==> config.mk <==
export PLATFORM = sky130hd
export DESIGN_NAME = ws281x_frame_seq
export DESIGN_NICKNAME = d
export VERILOG_FILES = /design/src/rtl/ws281x_frame_seq.sv
export SDC_FILE = /design/constraint.sdc
export NUM_CORES = 1
export LEC_CHECK = 0
export ABC_AREA = 1
export CAP_MARGIN = 10
export CORE_UTILIZATION = 39
export DETAILED_ROUTE_END_ITERATION = 8
export SETUP_SLACK_MARGIN = 0.02
export SLEW_MARGIN = 20
export SYNTH_ARGS = -nofsm -noshare
export SYNTH_HDL_FRONTEND = slang
export SYNTH_SLANG_ARGS = --single-unit
==> constraint.sdc <==
create_clock -name clk_i -period 3.76 [get_ports clk_i]
set_clock_uncertainty 0.2 [all_clocks]
set_input_delay 0.752 -clock clk_i [delete_from_list [all_inputs] [get_ports clk_i]]
set_output_delay 0.752 -clock clk_i [all_outputs]
set_load 0.1 [all_outputs]
==> src/rtl/ws281x_frame_seq.sv <==
// ws281x_frame_seq: reads a frame of pixels from a synchronous pixel RAM and
// feeds them MSB-first, one bit per handshake, to the WS281x bit encoder.
// The next pixel is prefetched while the current one is shifting out so the
// bit stream has no gap at pixel boundaries. After the final bit the line is
// held idle for the latch interval, then done_o pulses.
module ws281x_frame_seq #(
   parameter int unsigned PIX_W  = 24,
   parameter int unsigned ADDR_W = 8,
   parameter int unsigned RST_W  = 16
) (
   input  logic              clk_i,
   input  logic              rst_n_i,
   input  logic              start_i,
   input  logic [ADDR_W:0]   pix_cnt_i,
   input  logic [RST_W-1:0]  rst_cnt_i,
   output logic              rd_en_o,
   output logic [ADDR_W-1:0] rd_addr_o,
   input  logic [PIX_W-1:0]  rd_data_i,
   output logic              bit_vld_o,
   output logic              bit_data_o,
   input  logic              bit_rdy_i,
   output logic              busy_o,
   output logic              done_o
);

   localparam int unsigned      IDX_W   = $clog2(PIX_W);
   localparam logic [IDX_W-1:0] IDX_TOP = IDX_W'(PIX_W - 1);

   localparam logic [2:0] S_IDLE  = 3'd0;
   localparam logic [2:0] S_FETCH = 3'd1;
   localparam logic [2:0] S_LOAD  = 3'd2;
   localparam logic [2:0] S_SEND  = 3'd3;
   localparam logic [2:0] S_WAIT  = 3'd4;
   localparam logic [2:0] S_LATCH = 3'd5;
   localparam logic [2:0] S_DONE  = 3'd6;

   logic [2:0]       state_q,   state_d;
   logic [ADDR_W:0]  pix_cnt_q, pix_cnt_d;
   logic [RST_W-1:0] rst_cnt_q, rst_cnt_d;
   logic [ADDR_W:0]  pix_idx_q, pix_idx_d;
   logic [IDX_W-1:0] bit_idx_q, bit_idx_d;
   logic [PIX_W-1:0] shift_q,   shift_d;
   logic [PIX_W-1:0] pf_q,      pf_d;
   logic             pf_pend_q, pf_pend_d;
   logic             first_q,   first_d;
   logic [RST_W-1:0] lat_cnt_q, lat_cnt_d;

   logic [ADDR_W:0]  pix_next;
   logic             more_pix;
   logic             pf_rd;
   logic [RST_W:0]   lat_next;

   // Output decode and prefetch read request, all derived from current state.
   always_comb begin
      pix_next   = pix_idx_q + (ADDR_W+1)'(1);
      more_pix   = (pix_next < pix_cnt_q);
      lat_next   = {1'b0, lat_cnt_q} + (RST_W+1)'(1);
      pf_rd      = (state_q == S_WAIT) && first_q && (bit_idx_q == IDX_TOP) && more_pix;
      rd_en_o    = (state_q == S_FETCH) || pf_rd;
      rd_addr_o  = pf_rd ? pix_next[ADDR_W-1:0] : '0;
      bit_vld_o  = (state_q == S_SEND);
      bit_data_o = ((state_q == S_SEND) || (state_q == S_WAIT)) ? shift_q[PIX_W-1] : 1'b0;
      // busy covers the accepting cycle itself, so it is not purely registered
      busy_o     = (state_q != S_IDLE) || start_i;
      done_o     = (state_q == S_DONE);
   end

   // Next-state, counter, shift-register and prefetch computation.
   always_comb begin
      state_d   = state_q;
      pix_cnt_d = pix_cnt_q;
      rst_cnt_d = rst_cnt_q;
      pix_idx_d = pix_idx_q;
      bit_idx_d = bit_idx_q;
      shift_d   = shift_q;
      first_d   = 1'b0;
      pf_pend_d = pf_rd;
      pf_d      = pf_pend_q ? rd_data_i : pf_q;
      lat_cnt_d = '0;
      case (state_q)
         S_IDLE: begin
            if (start_i) begin
               pix_cnt_d = pix_cnt_i;
               rst_cnt_d = rst_cnt_i;
               state_d   = (pix_cnt_i != '0) ? S_FETCH : S_LATCH;
            end
         end
         S_FETCH: state_d = S_LOAD;
         S_LOAD: begin
            shift_d   = rd_data_i;
            bit_idx_d = IDX_TOP;
            pix_idx_d = '0;
            state_d   = S_SEND;
         end
         S_SEND: begin
            first_d = 1'b1;
            state_d = S_WAIT;
         end
         S_WAIT: begin
            if (bit_rdy_i) begin
               if (bit_idx_q != '0) begin
                  shift_d   = {shift_q[PIX_W-2:0], 1'b0};
                  bit_idx_d = bit_idx_q - IDX_W'(1);
                  state_d   = S_SEND;
               end else if (more_pix) begin
                  shift_d   = pf_q;
                  bit_idx_d = IDX_TOP;
                  pix_idx_d = pix_next;
                  state_d   = S_SEND;
               end else begin
                  state_d = S_LATCH;
               end
            end
         end
         S_LATCH: begin
            // a zero interval still spends one cycle here
            lat_cnt_d = lat_next[RST_W-1:0];
            if (lat_next >= {1'b0, rst_cnt_q}) begin
               state_d = S_DONE;
            end
         end
         S_DONE:  state_d = S_IDLE;
         default: state_d = S_IDLE;
      endcase
   end

   // State and datapath registers with asynchronous active-low reset.
   always_ff @(posedge clk_i or negedge rst_n_i) begin
      if (!rst_n_i) begin
         state_q   <= S_IDLE;
         pix_cnt_q <= '0;
         rst_cnt_q <= '0;
         pix_idx_q <= '0;
         bit_idx_q <= '0;
         shift_q   <= '0;
         pf_q      <= '0;
         pf_pend_q <= 1'b0;
         first_q   <= 1'b0;
         lat_cnt_q <= '0;
      end else begin
         state_q   <= state_d;
         pix_cnt_q <= pix_cnt_d;
         rst_cnt_q <= rst_cnt_d;
         pix_idx_q <= pix_idx_d;
         bit_idx_q <= bit_idx_d;
         shift_q   <= shift_d;
         pf_q      <= pf_d;
         pf_pend_q <= pf_pend_d;
         first_q   <= first_d;
         lat_cnt_q <= lat_cnt_d;
      end
   end

endmodule

==> qor.yml, run 1 <==
global_routing:
  grt_pass1_vias: 4604
  grt_util_all_layers: 0.187
  grt_start_max_net_pins: 57
  grt_antenna_before_repair: 0
  overflow: 0
  grt_pass1_wl_um: 21800
route:
  drt_iter0_drc: 279
  route.detailed.drc: 0
  routed_via_density: 4.97
  vias: 4556
  wl_um: 13000
  post_drt_wl_per_cell_um: 14.2
  drtPass1Iterations: 5
  ant_nets: 0
finish:
  fin_area_mm2: 0.00723
  finalNetCount: 808
  layout-drive-gt1-share: 0.191
  fin_util: 0.499
  antenna_cells: 0
  syn_to_final_growth_pct: 25.5
  final_cell_mix: "nand2_1 (113), dfrtp_1 (107), inv_1 (91), nor2_1 (72), clkdlybuf4s50_1 (51)"
  mostFrequentLayoutCell: "nand2_1"
floorplanning:
  die_y_um: 123
  die_w_um: 123
  design.core.area_mm2: 0.0145
  num_rows: 44
  io_pins: 66
  start_util: 0.398
  die_area_mm2: 0.0152
setup_path:
  cpMaxStageDelayCell: "dfrtp_1"
  crit_path_end_kind: "output pin"
  critPathLaunchType: "register"
  critical_path_class: "reg -> out"
  reg2reg_slack_ns: 0.32
  cp_cell_sequence: "ha_2, nand2_2, inv_2, nand4_1, xor2_1, inv_1, ha_4, a21oi_2, nor2_1, nor3_2, nand3_2, nor2_4, clkinvlp_4, nor2_4, buf_12"
  slowest_delay_ns: 0.38
  crit_required_ns: 2.81
  cp_common_cell: "nor2_4"
  crit_fanout: 4
  critPathArrivalTime_ns: 3.00
clock_network:
  cts_root_buffer: "clkbuf_16"
  clock-sinks: 108
  hold_buffers: 0
  cts_tree: "yes"
  clockBufferDepth: 2
  path_clk_slew_ns: 0.08
  insertion_delay_ns: 0.36
  cts_made_buffers: 9
  cts_htree_levels: 3
place:
  gp_congestion: 0.823
  hpwl_um: 9060
  place_area_mm2: 0.00675
  io_buffers: 65
logic_synthesis:
  synth_nets: 730
  syn_inst: 649
  synth-seq-cells: 108
  yosysWarnings: 0
  synthDistinctLibCells: 37
  synth.cell_area_mm2: 0.00576
  avgSynthCellArea_um2: 8.87
  ys_seq_area_frac: 0.470
timing:
  drv_slew: 0
  finalSetupTns_ns: -1.34
  worstMarginPinSlew_ns: 0.749
  worst_slew_margin_rel: 0.501
  setup_viol: 9
  fmaxAchievable_mhz: 253
  rsz0062_at_grt: "yes"
  min_period_over_period: 1.05
  whs_ns: 0.233
  fin_ws_ns: -0.193
  finalHoldViolCount: 0
  min_period_ns: 3.95
outcome:
  violations: "negative setup slack"
  status: "complete, but fails checks"
pwr:
  p_per_area_mw_per_mm2: 302
  ir_drop_uv: 206
  power.leakage_nw: 3.65
  power.total_w: 0.00218
min_path:
  hold_class: "in -> async"
run:
  drv_cap: 0
==> synthesized netlist by cell type <==
master / instances / area (µm²)
o22ai_1: 5 / 31.3
a21oi_2: 1 / 8.76
inv_2: 5 / 18.8
a22oi_1: 23 / 173
buf_2: 4 / 20.0
clkbuf_1: 12 / 45.0
ha_1: 28 / 350
nor2_4: 1 / 11.3
o21ai_1: 7 / 35.0
a21o_1: 1 / 7.51
xor2_1: 12 / 105
inv_1: 93 / 349
nor2_2: 4 / 25.0
o21ai_0: 12 / 60.1
nand2_1: 116 / 435
nor4_4: 1 / 21.3
mux2_2: 25 / 282
nor2_1: 81 / 304
buf_4: 1 / 7.51
buf_1: 2 / 7.51
nor2_8: 1 / 20.0
o21bai_1: 1 / 7.51
dfrtp_1: 108 / 2700
and3_1: 1 / 6.26
nor3_1: 13 / 65.1
nand4_1: 6 / 37.5
o211ai_2: 20 / 250
a21oi_1: 32 / 160
nand2_2: 2 / 12.5
o221ai_1: 1 / 8.76
nor4_1: 2 / 12.5
a31oi_1: 1 / 6.26
nand3_1: 18 / 90.1
o211ai_1: 3 / 22.5
buf_6: 3 / 33.8
nand3b_1: 1 / 7.51
a21boi_0: 2 / 15.0
==> final cells by class <==
class | instances | area [µm²]
Multi-Input combinational cell | 421 | 2710
Clock inverter | 7 | 60.1
Tap cell | 184 | 230
Inverter | 98 | 373
Clock buffer | 9 | 225
Fill cell | 1332 | 7250
Sequential cell | 108 | 2700
Timing Repair inverter | 1 | 7.51
Timing Repair Buffer | 88 | 913
==> registers in the layout (all words and copies together) (netlist names), 3 cells and up <==
name and cells:
bit_idx_q 5, lat_cnt_q 16, pf_q 24, pix_cnt_q 9, pix_idx_q 9, rst_cnt_q 16, shift_q 24, state_q 3
==> cell families (layout without fill, tap and decap cells) <==
group | count (synthesis) | count (layout) | synth area share
and+or+nand+nor | 247 | 247 | 0.182
buffers and inverters | 120 | 203 | 0.0837
AOI/OAI and AO/OA | 109 | 109 | 0.137
DFF | 108 | 108 | 0.470
adders and majority gates | 28 | 28 | 0.0609
muxes | 25 | 25 | 0.0489
xor gates and xnor gates | 12 | 12 | 0.0183
==> worst paths after layout <==
path	from	to	cells after the start
worst min register to register	shift_q[9]	shift_q[9]	2
worst max-delay path	pix_idx_q[0]	rd_addr_o[0]	15
worst min-delay path	rst_n_i	rst_cnt_q[9]	1
min in group clk_i	shift_q[9]	shift_q[9]	2
worst max register to register	pix_idx_q[0]	shift_q[19]	20
max in group asynchronous	rst_n_i	pix_idx_q[5]	2
==> metrics by stage <==
stage	std cells	setup slack (ns)
floorplan	649	-0.224
global placement	888	0.301
detailed placement	888	0.131
CTS	911	-0.125
global route	916	-0.376
finish	916	-0.193
==> layer usage <==
layer  global-route usage  vias to the layer above  part of all wire
met5                    0                        -                 0
met4               0.0580                        0             0.010
met1                0.235                     2171              0.47
met2                0.311                       99              0.47
met3               0.0498                        8             0.053
li1                     -                     2278                 -
==> critical path: cells and delay by family, from the launching register on <==
kind | cells | cell delay, ns
adder cells (fa/ha/maj) | 2 | 0.44
AO/OA/AOI/OAI | 1 | 0.16
buffers and inverters | 4 | 0.56
AND/OR/NAND/NOR | 7 | 0.86
XOR/XNOR | 1 | 0.24
flip-flops | 1 | 0.38
==> timing repair <==
item,CTS,global route
resized for setup,17,5
setup endpoints to repair,9,9
buffers inserted,6,5
pin swaps,2,7
cloned,1,0
==> where the power goes <==
| part | internal (W) | switching [W] | total [W] |
|---|---|---|---|
| sequential | 0.00116 | 0.000000316 | 0.00116 |
| clock | 0.000461 | 0.000475 | 0.000936 |
| combinational | 0.0000502 | 0.0000365 | 0.0000867 |
| total | 0.00167 | 0.000512 | 0.00218 |
Power figures use the tool's default switching activity.
==> run 2, diff against run 1 <==
--- a/config.mk
+++ b/config.mk
@@ -8,6 +8,7 @@
 export ABC_AREA = 1
 export CAP_MARGIN = 10
 export CORE_UTILIZATION = 39
+export CTS_BUF_LIST = sky130_fd_sc_hd__clkbuf_4
 export DETAILED_ROUTE_END_ITERATION = 8
 export SETUP_SLACK_MARGIN = 0.02
 export SLEW_MARGIN = 20
==> run 2 against run 1 <==
The run still ends with negative setup slack left. Critical endpoint is now rd_addr_o[2]. Clock power down 39%. Sequential share of layout area up 0.83 points. Largest cell class unchanged. Count of clock-buffer cells in the layout unchanged.
==> qor.yml, run 2 (synthesis gave the netlist of run 1 again) <==
timing:
  rsz0062_at_grt: "yes"  # unchanged
  fmaxAchievable_mhz: 244  # was 253 MHz
  min_period_ns: 4.09  # was 3.95 ns
  finalSetupTns_ns: -2.58  # was -1.34 ns
  setup_viol: 9  # unchanged
  drv_slew: 0  # unchanged
  fin_ws_ns: -0.330  # was -0.193 ns
  finalHoldViolCount: 0  # unchanged
  worstMarginPinSlew_ns: 0.739  # was 0.749 ns
  min_period_over_period: 1.09  # was 1.05
  worst_slew_margin_rel: 0.506  # was 0.501
clock_network:
  cts_root_buffer: "clkbuf_4"  # was clkbuf_16
  cts_made_buffers: 9  # unchanged
  clockBufferDepth: 2  # unchanged
  insertion_delay_ns: 0.50  # was 0.36 ns
  clock-sinks: 108  # unchanged
  hold_buffers: 0  # unchanged
  cts_htree_levels: 3  # unchanged
  path_clk_slew_ns: 0.18  # was 0.08 ns
  cts_tree: "yes"  # unchanged
route:
  vias: 4571  # was 4556
  wl_um: 12900  # was 13000 µm
  route.detailed.drc: 0  # unchanged
  routed_via_density: 4.99  # was 4.97
  drtPass1Iterations: 4  # was 5
  drt_iter0_drc: 230  # was 279
  post_drt_wl_per_cell_um: 14.0  # was 14.2 µm
  ant_nets: 0  # unchanged
pwr:
  ir_drop_uv: 198  # was 206 µV
  swShare: 0.255  # was 0.235
  power.leakage_nw: 3.58  # was 3.65 nW
  clockPowerShare: 0.315  # was 0.429
  p_int_w: 0.00136  # was 0.00167 W
  p_per_area_mw_per_mm2: 258  # was 302 mW/mm²
  power.switching_w: 0.000465  # was 0.000512 W
  p_seq_frac: 0.637  # was 0.532
  p_comb_frac: 0.047  # was 0.040
outcome:
  status: "complete, but fails checks"  # unchanged
  violations: "negative setup slack"  # unchanged
setup_path:
  critical_path_class: "reg -> out"  # unchanged
  crit_path_end_kind: "output pin"  # unchanged
  crit_fanout: 4  # unchanged
  cpMaxStageDelayCell: "dfrtp_1"  # unchanged
  critPathArrivalTime_ns: 3.14  # was 3.00 ns
  slowest_delay_ns: 0.41  # was 0.38 ns
  critPathLaunchType: "register"  # unchanged
  crit_required_ns: 2.81  # about the same
  cp_cell_sequence: "ha_2, nand2_2, inv_2, nand4_1, nor3_2, xor2_1, inv_1, ha_4, nand2_2, inv_2, nor3_2, nand3_2, nor2_4, clkinvlp_4, nor2_4, buf_12"  # was ha_2, nand2_2, inv_2, nand4_1, xor2_1, inv_1, ha_4, a21oi_2, nor2_1, nor3_2, nand3_2, nor2_4, clkinvlp_4, nor2_4, buf_12
place:
  gp_congestion: 0.823  # unchanged
  dp_slack_ns: 0.131  # unchanged
  place_area_mm2: 0.00675  # unchanged
  place_inst: 888  # unchanged
  hpwl_um: 9060  # unchanged
  io_buffers: 65  # unchanged
finish:
  fillCellCount: 1350  # was 1332
  final_cell_mix: "nand2_1 (113), dfrtp_1 (107), inv_1 (91), nor2_1 (72), clkdlybuf4s50_1 (51)"  # unchanged
  syn_to_final_growth_pct: 22.8  # was 25.5%
  layout-drive-gt1-share: 0.191  # unchanged
  fin_area_mm2: 0.00707  # was 0.00723 mm²
  fin_cells: 916  # unchanged
  fin_util: 0.488  # was 0.499
  reg_top3: "pf_q x24, shift_q x24"  # unchanged
  finalNetCount: 808  # unchanged
  mostFrequentLayoutCell: "nand2_1"  # unchanged
  antenna_cells: 0  # unchanged
floorplanning:
  die_y_um: 123  # unchanged
  design.core.area_mm2: 0.0145  # unchanged
  die_area_mm2: 0.0152  # unchanged
  num_rows: 44  # unchanged
  start_util: 0.398  # unchanged
  die_w_um: 123  # unchanged
  io_pins: 66  # unchanged
global_routing:
  grt_util_all_layers: 0.185  # was 0.187
  grt_pass1_wl_um: 21700  # was 21800 µm
  overflow: 0  # unchanged
  grt_antenna_before_repair: 0  # unchanged
  grt_start_max_net_pins: 57  # unchanged
  grt_pass1_vias: 4607  # was 4604
min_path:
  hold_class: "in -> async"  # unchanged
run:
  drv_cap: 0  # unchanged
==> run 2: cell count changes in the layout (fill, tap and decap cells not counted) <==
cell | previous run | this run
clkbuf_16 | 9 | 0
clkbuf_4 | 0 | 9
==> run 2: stage by stage <==
| step | power, W | hold WS (ns) |
|---|---|---|
| detailed placement | 0.00127 | 0.278 |
| floorplan | 0.00119 | 0.251 |
| finish | 0.00182 | 0.0748 |
| CTS | 0.00185 | 0.0954 |
| global placement | 0.00127 | 0.275 |
| global route | 0.00190 | 0.117 |
==> run 2: path summary, 6_finish.rpt <==
path                         startpoint             to  depth (start not counted)  slack [ns]
max reg2reg                pix_idx_q[0]    shift_q[18]                         20        0.34
min                             rst_n_i  lat_cnt_q[10]                          1        0.07
max in group asynchronous       rst_n_i      pf_pend_q                          2        2.55
min in group clk_i         lat_cnt_q[0]   lat_cnt_q[0]                          1        0.31
min reg2reg                lat_cnt_q[0]   lat_cnt_q[0]                          1        0.31
max                        pix_idx_q[0]   rd_addr_o[2]                         16       -0.33
==> run 2: power groups by stage <==
stage	Clock (W)	Sequential, W	Combinational, W
2_1_floorplan	0	0.00118	0.00000190
3_3_place_gp	0	0.00118	0.0000882
3_5_place_dp	0	0.00118	0.0000894
4_1_cts	0.000599	0.00116	0.0000899
5_1_grt	0.000640	0.00116	0.0000966
6_report	0.000575	0.00116	0.0000865
==> run 2: area by class of cell <==
type                            instances  area (µm²)  share of cell area
Clock inverter                          7        60.1             0.00850
Tap cell                              184         230              0.0326
Sequential cell                       108        2700               0.383
Multi-Input combinational cell        421        2710               0.384
Timing Repair Buffer                   88         913               0.129
Timing Repair inverter                  1        7.51             0.00106
Inverter                               98         373              0.0528
Clock buffer                            9        67.6             0.00956
==> run 2: timing repair <==
item / CTS / global route
resized for setup: 17 / 5
setup buffers: 6 / 5
endpoints found under the setup margin: 9 / 9
cloned: 1 / 0
pin swaps: 2 / 7
==> run 2: routing by layer <==
layer,up-vias,share of wire,GRT usage
li1,2277,-,-
met1,2199,0.47,0.233
met2,84,0.47,0.310
met3,11,0.044,0.0480
met4,0,0.015,0.0557
met5,-,0,0
==> run 2: critical path: cells and delay by family (launching register included) <==
family                   cells  cell delay (ns)
XOR/XNOR                     1             0.16
buffers and inverters        5             0.60
adder cells (fa/ha/maj)      2             0.43
AND/OR/NAND/NOR              8             1.06
flip-flops                   1             0.41
==> RTL change: new RTL, settings of run 1 <==
One comparison of `bit_idx_q` changes from == to >=.
--- a/src/rtl/ws281x_frame_seq.sv
+++ b/src/rtl/ws281x_frame_seq.sv
@@ -57,3 +57,3 @@
       lat_next   = {1'b0, lat_cnt_q} + (RST_W+1)'(1);
-      pf_rd      = (state_q == S_WAIT) && first_q && (bit_idx_q == IDX_TOP) && more_pix;
+      pf_rd      = (state_q == S_WAIT) && first_q && (bit_idx_q >= IDX_TOP) && more_pix;
       rd_en_o    = (state_q == S_FETCH) || pf_rd;
Function: same outputs for any inputs over 10 cycles, from zero or initial values and one cycle with rst_n_i low; that may be too few to reach the edited logic, so the function may still have changed.
==> RTL change against run 1 <==
The run still ends with setup timing left; cell area fell by 1.9%; global-route usage down 0.11 points; core utilization is 0.58 points higher; worst setup slack gained 0.14 ns; area after synthesis fell by 1.3%; sequential cell count is the same; power shrank 0.36%; final cell count down 1.5%; routed wire length decreased by 1.3%; worst hold slack better by 0.025 ns; combinational power rose by 1%; synthesized cell count is 0.31% lower; die area shrank 1.3%; critical path type unchanged; largest power group unchanged; highest routed layer unchanged.
==> RTL change: results <==
INSERT INTO impl_metrics (metric_group, metric, value, unit) VALUES
('place', 'gp_congestion', '0.845', ''),
('detailed_routing', 'wirelength_per_cell', '14.2', 'um'),
('place', 'dp_hpwl', '9.00', 'mm'),
('detailed_routing', 'drtPass1Iterations', '7', ''),
('synth', 'multiplexer_area_fraction_after_synthesis', '5.15', '%'),
('detailed_routing', 'via_count', '4529', ''),
('grt', 'first_global_vias', '4617', ''),
('status', 'violations', 'setup timing', ''),
('synth', 'synth_top_cells_by_area', 'sky130_fd_sc_hd__dfrtp_1 (48%), sky130_fd_sc_hd__nand2_1 (8.7%), sky130_fd_sc_hd__ha_1 (6.2%)', ''),
('synth', 'yosys.cell_types.count', '33', ''),
('timing', 'final_report_setup_violation_count', '3', ''),
('power_and_ir_drop', 'switching_share', '22.4', '%'),
('critical_path', 'rr_worst_depth', '18', ''),
('critical_path', 'worstSetupEndpoint', 'rd_addr_o[5]', ''),
('power_and_ir_drop', 'cellLeakagePower', '3.48', 'nW'),
('critical_path', 'crit_path_max_fanout', '5', ''),
('timing', 'finalHoldWorstSlack', '0.259', 'ns'),
('synth', 'share_of_synthesized_cell_area_in_full_adder_half_adder_and_majority_cells', '6.17', '%'),
('layout', 'fill_cells', '1290', ''),
('synth', 'synth.net_count', '728', ''),
('power_and_ir_drop', 'seq_power_share', '53.3', '%'),
('timing', 'setup_slack', '-0.0515', 'ns'),
('critical_path', 'r2r_slack', '0.43', 'ns'),
('grt', 'grt_pass1_wl', '21.7', 'mm'),
('status', 'status', 'finished, violations left', '');
## RTL change: cell types whose count changed after synthesis, sizes merged, moves of 3 or more
cell and delta:
xnor2 +3, inv -14, buf +4, o22ai -5, nand4 -3, nand2 +15
o21ai +7, nor2 -7, clkbuf -4, nor3 -4
## RTL change: per-stage QoR
stage                     std cells  setup TNS (ns)  power [mW]  worst slack [ns]
after CTS                       901         -0.0344        2.20           -0.0314
after detailed placement        878               0        1.27             0.136
final                           902         -0.0893        2.18           -0.0515
after global placement          878               0        1.27             0.251
after global routing            902           -1.60        2.25            -0.218
after floorplan                 647           -1.02        1.19            -0.149
## RTL change: final cells by class
cell class,count,share of cell area [%]
Timing Repair inverter,1,0.0529
Clock buffer,11,3.42
Timing Repair Buffer,80,12.0
Sequential cell,108,38.1
Multi-Input combinational cell,433,38.0
Clock inverter,5,0.600
Inverter,84,4.55
Tap cell,180,3.18
## RTL change: per-layer routing
metal	wire length (um)	GRT usage [%]
met4	214	6.10
met2	5740	29.5
met1	6100	24.2
met5	0	0
met3	735	5.39
